## config.mk

```make
export PLATFORM = sky130hd
export DESIGN_NAME = pc_gen
export DESIGN_NICKNAME = d
export VERILOG_FILES = /design/src/rtl/pc_gen.sv
export SDC_FILE = /design/constraint.sdc
export NUM_CORES = 1
export LEC_CHECK = 0
export BUFFER_PORTS_ARGS = -buffer_cell sky130_fd_sc_hd__buf_2
export CORE_UTILIZATION = 40
export CTS_CLUSTER_SIZE = 8
export DETAILED_ROUTE_END_ITERATION = 7
export GPL_ROUTABILITY_DRIVEN = 0
export MAX_ROUTING_LAYER = met4
export PLACE_DENSITY_LB_ADDON = 0.2
export SLEW_MARGIN = 20
export SYNTH_ARGS = -nofsm -noshare
export SYNTH_HDL_FRONTEND = slang
export SYNTH_SLANG_ARGS = --single-unit
export TNS_END_PERCENT = 30
```

## constraint.sdc

```tcl
create_clock -name clk -period 4.96 [get_ports clk]
set_input_delay 0.992 -clock clk [delete_from_list [all_inputs] [get_ports clk]]
set_output_delay 0.992 -clock clk [all_outputs]
set_load 0.02 [all_outputs]
```

## src/rtl/pc_gen.sv

```systemverilog
// ---------------------------------------------------------------------------
// pc_gen -- program-counter and fetch-enable generator for the IF stage.
//
// Produces the instruction-memory fetch address (pc) and chip-enable (ce).
// Besides sequential increment it handles a pipeline stall vector, an
// instruction-memory wait handshake, branch redirects (captured while the
// stage is held and replayed once it is released), exception/flush
// redirects and a misaligned-PC flag.
//
// Ports:
//   clk           in   clock, all state changes on the rising edge
//   rst           in   synchronous active-high reset
//   stall         in   pipeline stall vector; only stall[STALL_BIT] is used
//   imem_ready    in   instruction memory accepted the current fetch (0 = wait)
//   br_valid      in   branch/jump taken this cycle
//   br_target     in   branch target address
//   flush         in   exception/eret redirect, highest priority
//   flush_pc      in   flush redirect target
//   pc            out  current fetch address (registered)
//   ce            out  instruction-memory enable (registered)
//   pc_misaligned out  pc has nonzero low ALIGN_BITS (registered with pc)
//   br_pending    out  a branch redirect is latched, waiting for hold to drop
// ---------------------------------------------------------------------------
module pc_gen #(
    parameter int          ADDR_W     = 32,
    parameter logic [31:0] RESET_PC   = 32'hbfb00000,
    parameter int          STEP       = 4,
    parameter int          STALL_W    = 6,
    parameter int          STALL_BIT  = 0,
    parameter int          ALIGN_BITS = 2
) (
    input  logic              clk,
    input  logic              rst,
    input  logic [STALL_W-1:0] stall,
    input  logic              imem_ready,
    input  logic              br_valid,
    input  logic [ADDR_W-1:0] br_target,
    input  logic              flush,
    input  logic [ADDR_W-1:0] flush_pc,
    output logic [ADDR_W-1:0] pc,
    output logic              ce,
    output logic              pc_misaligned,
    output logic              br_pending
);

    localparam logic [ADDR_W-1:0] RESET_ADDR = ADDR_W'(RESET_PC);
    localparam logic [ADDR_W-1:0] STEP_ADDR  = ADDR_W'(STEP);
    // Mask of the low bits that must be zero; ALIGN_BITS=0 gives an all-zero
    // mask, which disables the check without needing a zero-width slice.
    localparam logic [ADDR_W-1:0] ALIGN_MASK =
        (ADDR_W'(1) << ALIGN_BITS) - ADDR_W'(1);

    logic [ADDR_W-1:0] pend_pc;

    logic              hold;
    logic [ADDR_W-1:0] pc_nxt;
    logic [ADDR_W-1:0] pend_nxt;
    logic              brp_nxt;

    // Only one stall bit belongs to this stage; the rest are deliberately
    // ignored and folded here so they are visibly consumed.
    logic unused_stall;
    assign unused_stall = ^stall;

    assign hold = stall[STALL_BIT] | ~imem_ready;

    // Next-state selection. Before the first fetch (ce=0) only flush moves
    // the pc; a branch seen on that edge is parked as pending.
    always_comb begin
        // NOTE: every output of this block gets a default first so no path
        // leaves it unassigned, which would otherwise infer a latch.
        pc_nxt   = pc;
        pend_nxt = pend_pc;
        brp_nxt  = br_pending;

        if (!ce) begin
            if (flush) begin
                pc_nxt  = flush_pc;
                brp_nxt = 1'b0;
            end else if (br_valid) begin
                pend_nxt = br_target;
                brp_nxt  = 1'b1;
            end
        end else if (flush) begin
            // Flush wins over everything and discards any parked branch.
            pc_nxt  = flush_pc;
            brp_nxt = 1'b0;
        end else if (hold) begin
            // Stage frozen: keep fetching the same address, but remember the
            // newest branch so it is not lost.
            if (br_valid) begin
                pend_nxt = br_target;
                brp_nxt  = 1'b1;
            end
        end else if (br_valid) begin
            // A live branch is younger than a parked one, so it wins.
            pc_nxt  = br_target;
            brp_nxt = 1'b0;
        end else if (br_pending) begin
            pc_nxt  = pend_pc;
            brp_nxt = 1'b0;
        end else begin
            pc_nxt = pc + STEP_ADDR;  // wraps modulo 2^ADDR_W
        end
    end

    // NOTE: sequential state uses non-blocking assignments so every register
    // samples the pre-edge values, independent of statement order.
    always_ff @(posedge clk) begin
        if (rst) begin
            // NOTE: reset here is synchronous and covers every register,
            // including the parked branch target, so a mid-run reset is
            // indistinguishable from power-on.
            ce            <= 1'b0;
            pc            <= RESET_ADDR;
            pend_pc       <= '0;
            br_pending    <= 1'b0;
            pc_misaligned <= |(RESET_ADDR & ALIGN_MASK);
        end else begin
            ce            <= 1'b1;
            pc            <= pc_nxt;
            pend_pc       <= pend_nxt;
            br_pending    <= brp_nxt;
            // Derived from the new pc so the flag never lags the address.
            pc_misaligned <= |(pc_nxt & ALIGN_MASK);
        end
    end

endmodule

```

==> metrics.cfg <==
[outcome]
outcome = complete, no violations

[synth]
syn_nets = 597
yosys_warnings = 0
synth-seq-cells = 67
synthTopCellsByCount = 111 x nand2_1, 67 x dfxtp_1, 62 x a21oi_1
yosys.cell_types.count = 59
synthCells = 521
synth.area.top_cells = dfxtp_1 35%, nand2_1 11%, a21oi_1 8.1%, xnor2_1 3.7%, clkbuf_1 2.9%
syn_area_sq_um = 3820
synthDominantCellAreaShare_pct = 35.1
ys.flop_type = dfxtp_1
synth-async-reset-ratio_pct = 0
ys_seq_area_share_pct = 35.1
yosysMostFrequentCell = nand2_1
avgSynthCellArea_sq_um = 7.33
yosys.area.top_type = dfxtp_1
synth-edff-count = 0

[route]
wl_per_cell_um = 17.7
ant_nets = 0
first_pass_iters = 6
vias_per_cell = 5.84
drc = 0
drt-total-wl_um = 13200
vias = 4341
drt-initial-drc-count = 364

[layout]
final_layout_size_suffix_gt1_share_pct = 22.5
multiInputGateArea_sq_um = 2310
area_growth_pct = 21.3
diodes = 0
regArea_sq_um = 1340
nets = 686
fillers = 952

[timing]
hold_viol_final = 0
setup_viol = 0
fmax_ghz = 0.346
drv_slew = 0
fin_skew_ns = 0.00837
final.setup.worst_slack_ns = 2.07
relSlewSlack_pct = 34.3
tns_ns = 0
worst_pin_slew_ns = 0.977
final.min_clock_period_ns = 2.89
timing.final.crit_share_pct = 58.2
rsz0062_at_grt = false

[power_and_ir_drop]
powerDensity_nw_per_um2 = 288
power_leakage_uw = 0.00181
vdd_drop_max_v = 0.000161

[worst_setup_path]
r2r_slack_ns = 2.63
critical_path_required_ns = 5.23
startpoint = br_valid
r2r_start = ce
path_max_fanout = 49
slowest_delay_ns = 0.70
path_class = in2reg
arrival_ns = 3.16
crit_path_frequent_cell = buf_4
cp-start-kind = input pin
crit_chain = buf_2 > clkinv_1 > buf_4 > nor2_2 > buf_4 > nand2_1 > a21oi_1
endpoint_kind = flop
slowest_stage = buf_2

[floorplan]
core_area_sq_um = 9240
fp.dieH_um = 99.7
num_rows = 35
fp.dieW_um = 99.7
start_util_pct = 41.3
ios = 110
fp.dieArea_sq_um = 9940

[grt]
grt_first_pass_wirelength_um = 21700
grt_overflow = 0
antenna_found_initial = 0
grt_max_degree = 50
grt_pass1_vias = 4334
gr-usage-all-layers_pct = 28.7

[place]
numPortBuffers = 104
dpl_worst_slack_ns = 1.78
dpl.hpwl_um = 8860

[min_path]
hold_class = reg2reg
min_from = pend_pc[9]

[clock_network]
clockBufferDepth = 2
clk_pin_slew_ns = 0.07
ctsResizeCount = 0
worstSkewPairLatency_ns = 0.35
cts_hold_buf = 0
cts_tree = built
clkSinkCount = 67
clock-root-buffer = clkbuf_8
htree_levels = 3
post-cts-setup-buffers = 0
cts_buffers = 9

[run]
drv_cap = 0

## worst max-delay path: cells and delay by family
family / cells / cell delay, ns
AO/OA/AOI/OAI: 1 / 0.14
buffers and inverters: 4 / 1.52
AND/OR/NAND/NOR: 2 / 0.47
## placed cells by master, fill, tap and decap left out, types with 7 or more instances in the layout
cell type    n
nand2_1    111
dfxtp_1     67
nand3_1     16
buf_2      104
xnor2_1     16
nor4_1      11
o22ai_1      8
o211ai_1    10
buf_4        9
or3_1       12
a21oi_1     62
nand4_1     10
o21ai_0     22
clkbuf_8    11
o21a_1       8
nor3_1       9
nor2_1      28
inv_1        7
## logic make-up (layout without fill, tap and decap cells)
kind of cell	count (synthesis)	count (layout)	share of synthesized area [%]
compound gates	157	157	26.4
fa+ha+maj	1	1	0.327
xor+xnor	21	21	4.81
simple gates	226	226	28.0
buf+inv	46	139	4.59
flops	67	67	35.1
mux	3	3	0.786
## where the power goes
part	internal, uW	switching, uW	leakage (uW)	total, uW
combinational	96.8	154	0.00116	251
sequential	571	41.9	0.000552	613
clock	257	211	0.0000995	468
total	925	407	0.00181	1330
## sequential cells by signal, indices dropped and copies added (netlist names)
register / flops
br_pending: 1
ce: 1
pc: 32
pc_misaligned: 1
pend_pc: 32
## area by class of cell
type / instances / share of cell area, %
multi-input cells: 408 / 49.8
flip-flops and latches: 67 / 29.0
repair buffers: 113 / 12.7
well taps: 129 / 3.48
clock buffers: 13 / 3.43
inverters: 11 / 0.891
clock inverters: 2 / 0.756
## per-stage QoR
stage          total power [uW]  utilization [%]  hold slack, ns  instance area [sq um]  cells
2_1_floorplan               769                -           0.431                   3820    521
5_1_grt                    1390             50.1           0.479                   4630    743
3_5_place_dp                873             48.0           0.444                   4440    728
3_3_place_gp                866             48.0           0.438                   4440    728
4_1_cts                    1340             50.1           0.453                   4630    743
6_report                   1330             50.1           0.451                   4630    743
## per-layer routing
| metal | wire (um) | part of all wire (%) | GRT usage [%] |
|---|---|---|---|
| met5 | 0 | 0 | - |
| met2 | 6230 | 47 | 45.3 |
| met1 | 5670 | 43 | 36.2 |
| met4 | 229 | 1.7 | 10.4 |
| met3 | 1030 | 7.9 | 5.97 |
## worst paths after layout
check	cells after the start	end
max	7	pend_pc[31]
min	2	pend_pc[9]
max reg2reg	6	pend_pc[31]
min reg2reg	2	pend_pc[9]
No activity file was read; power rests on OpenSTA's default activity.
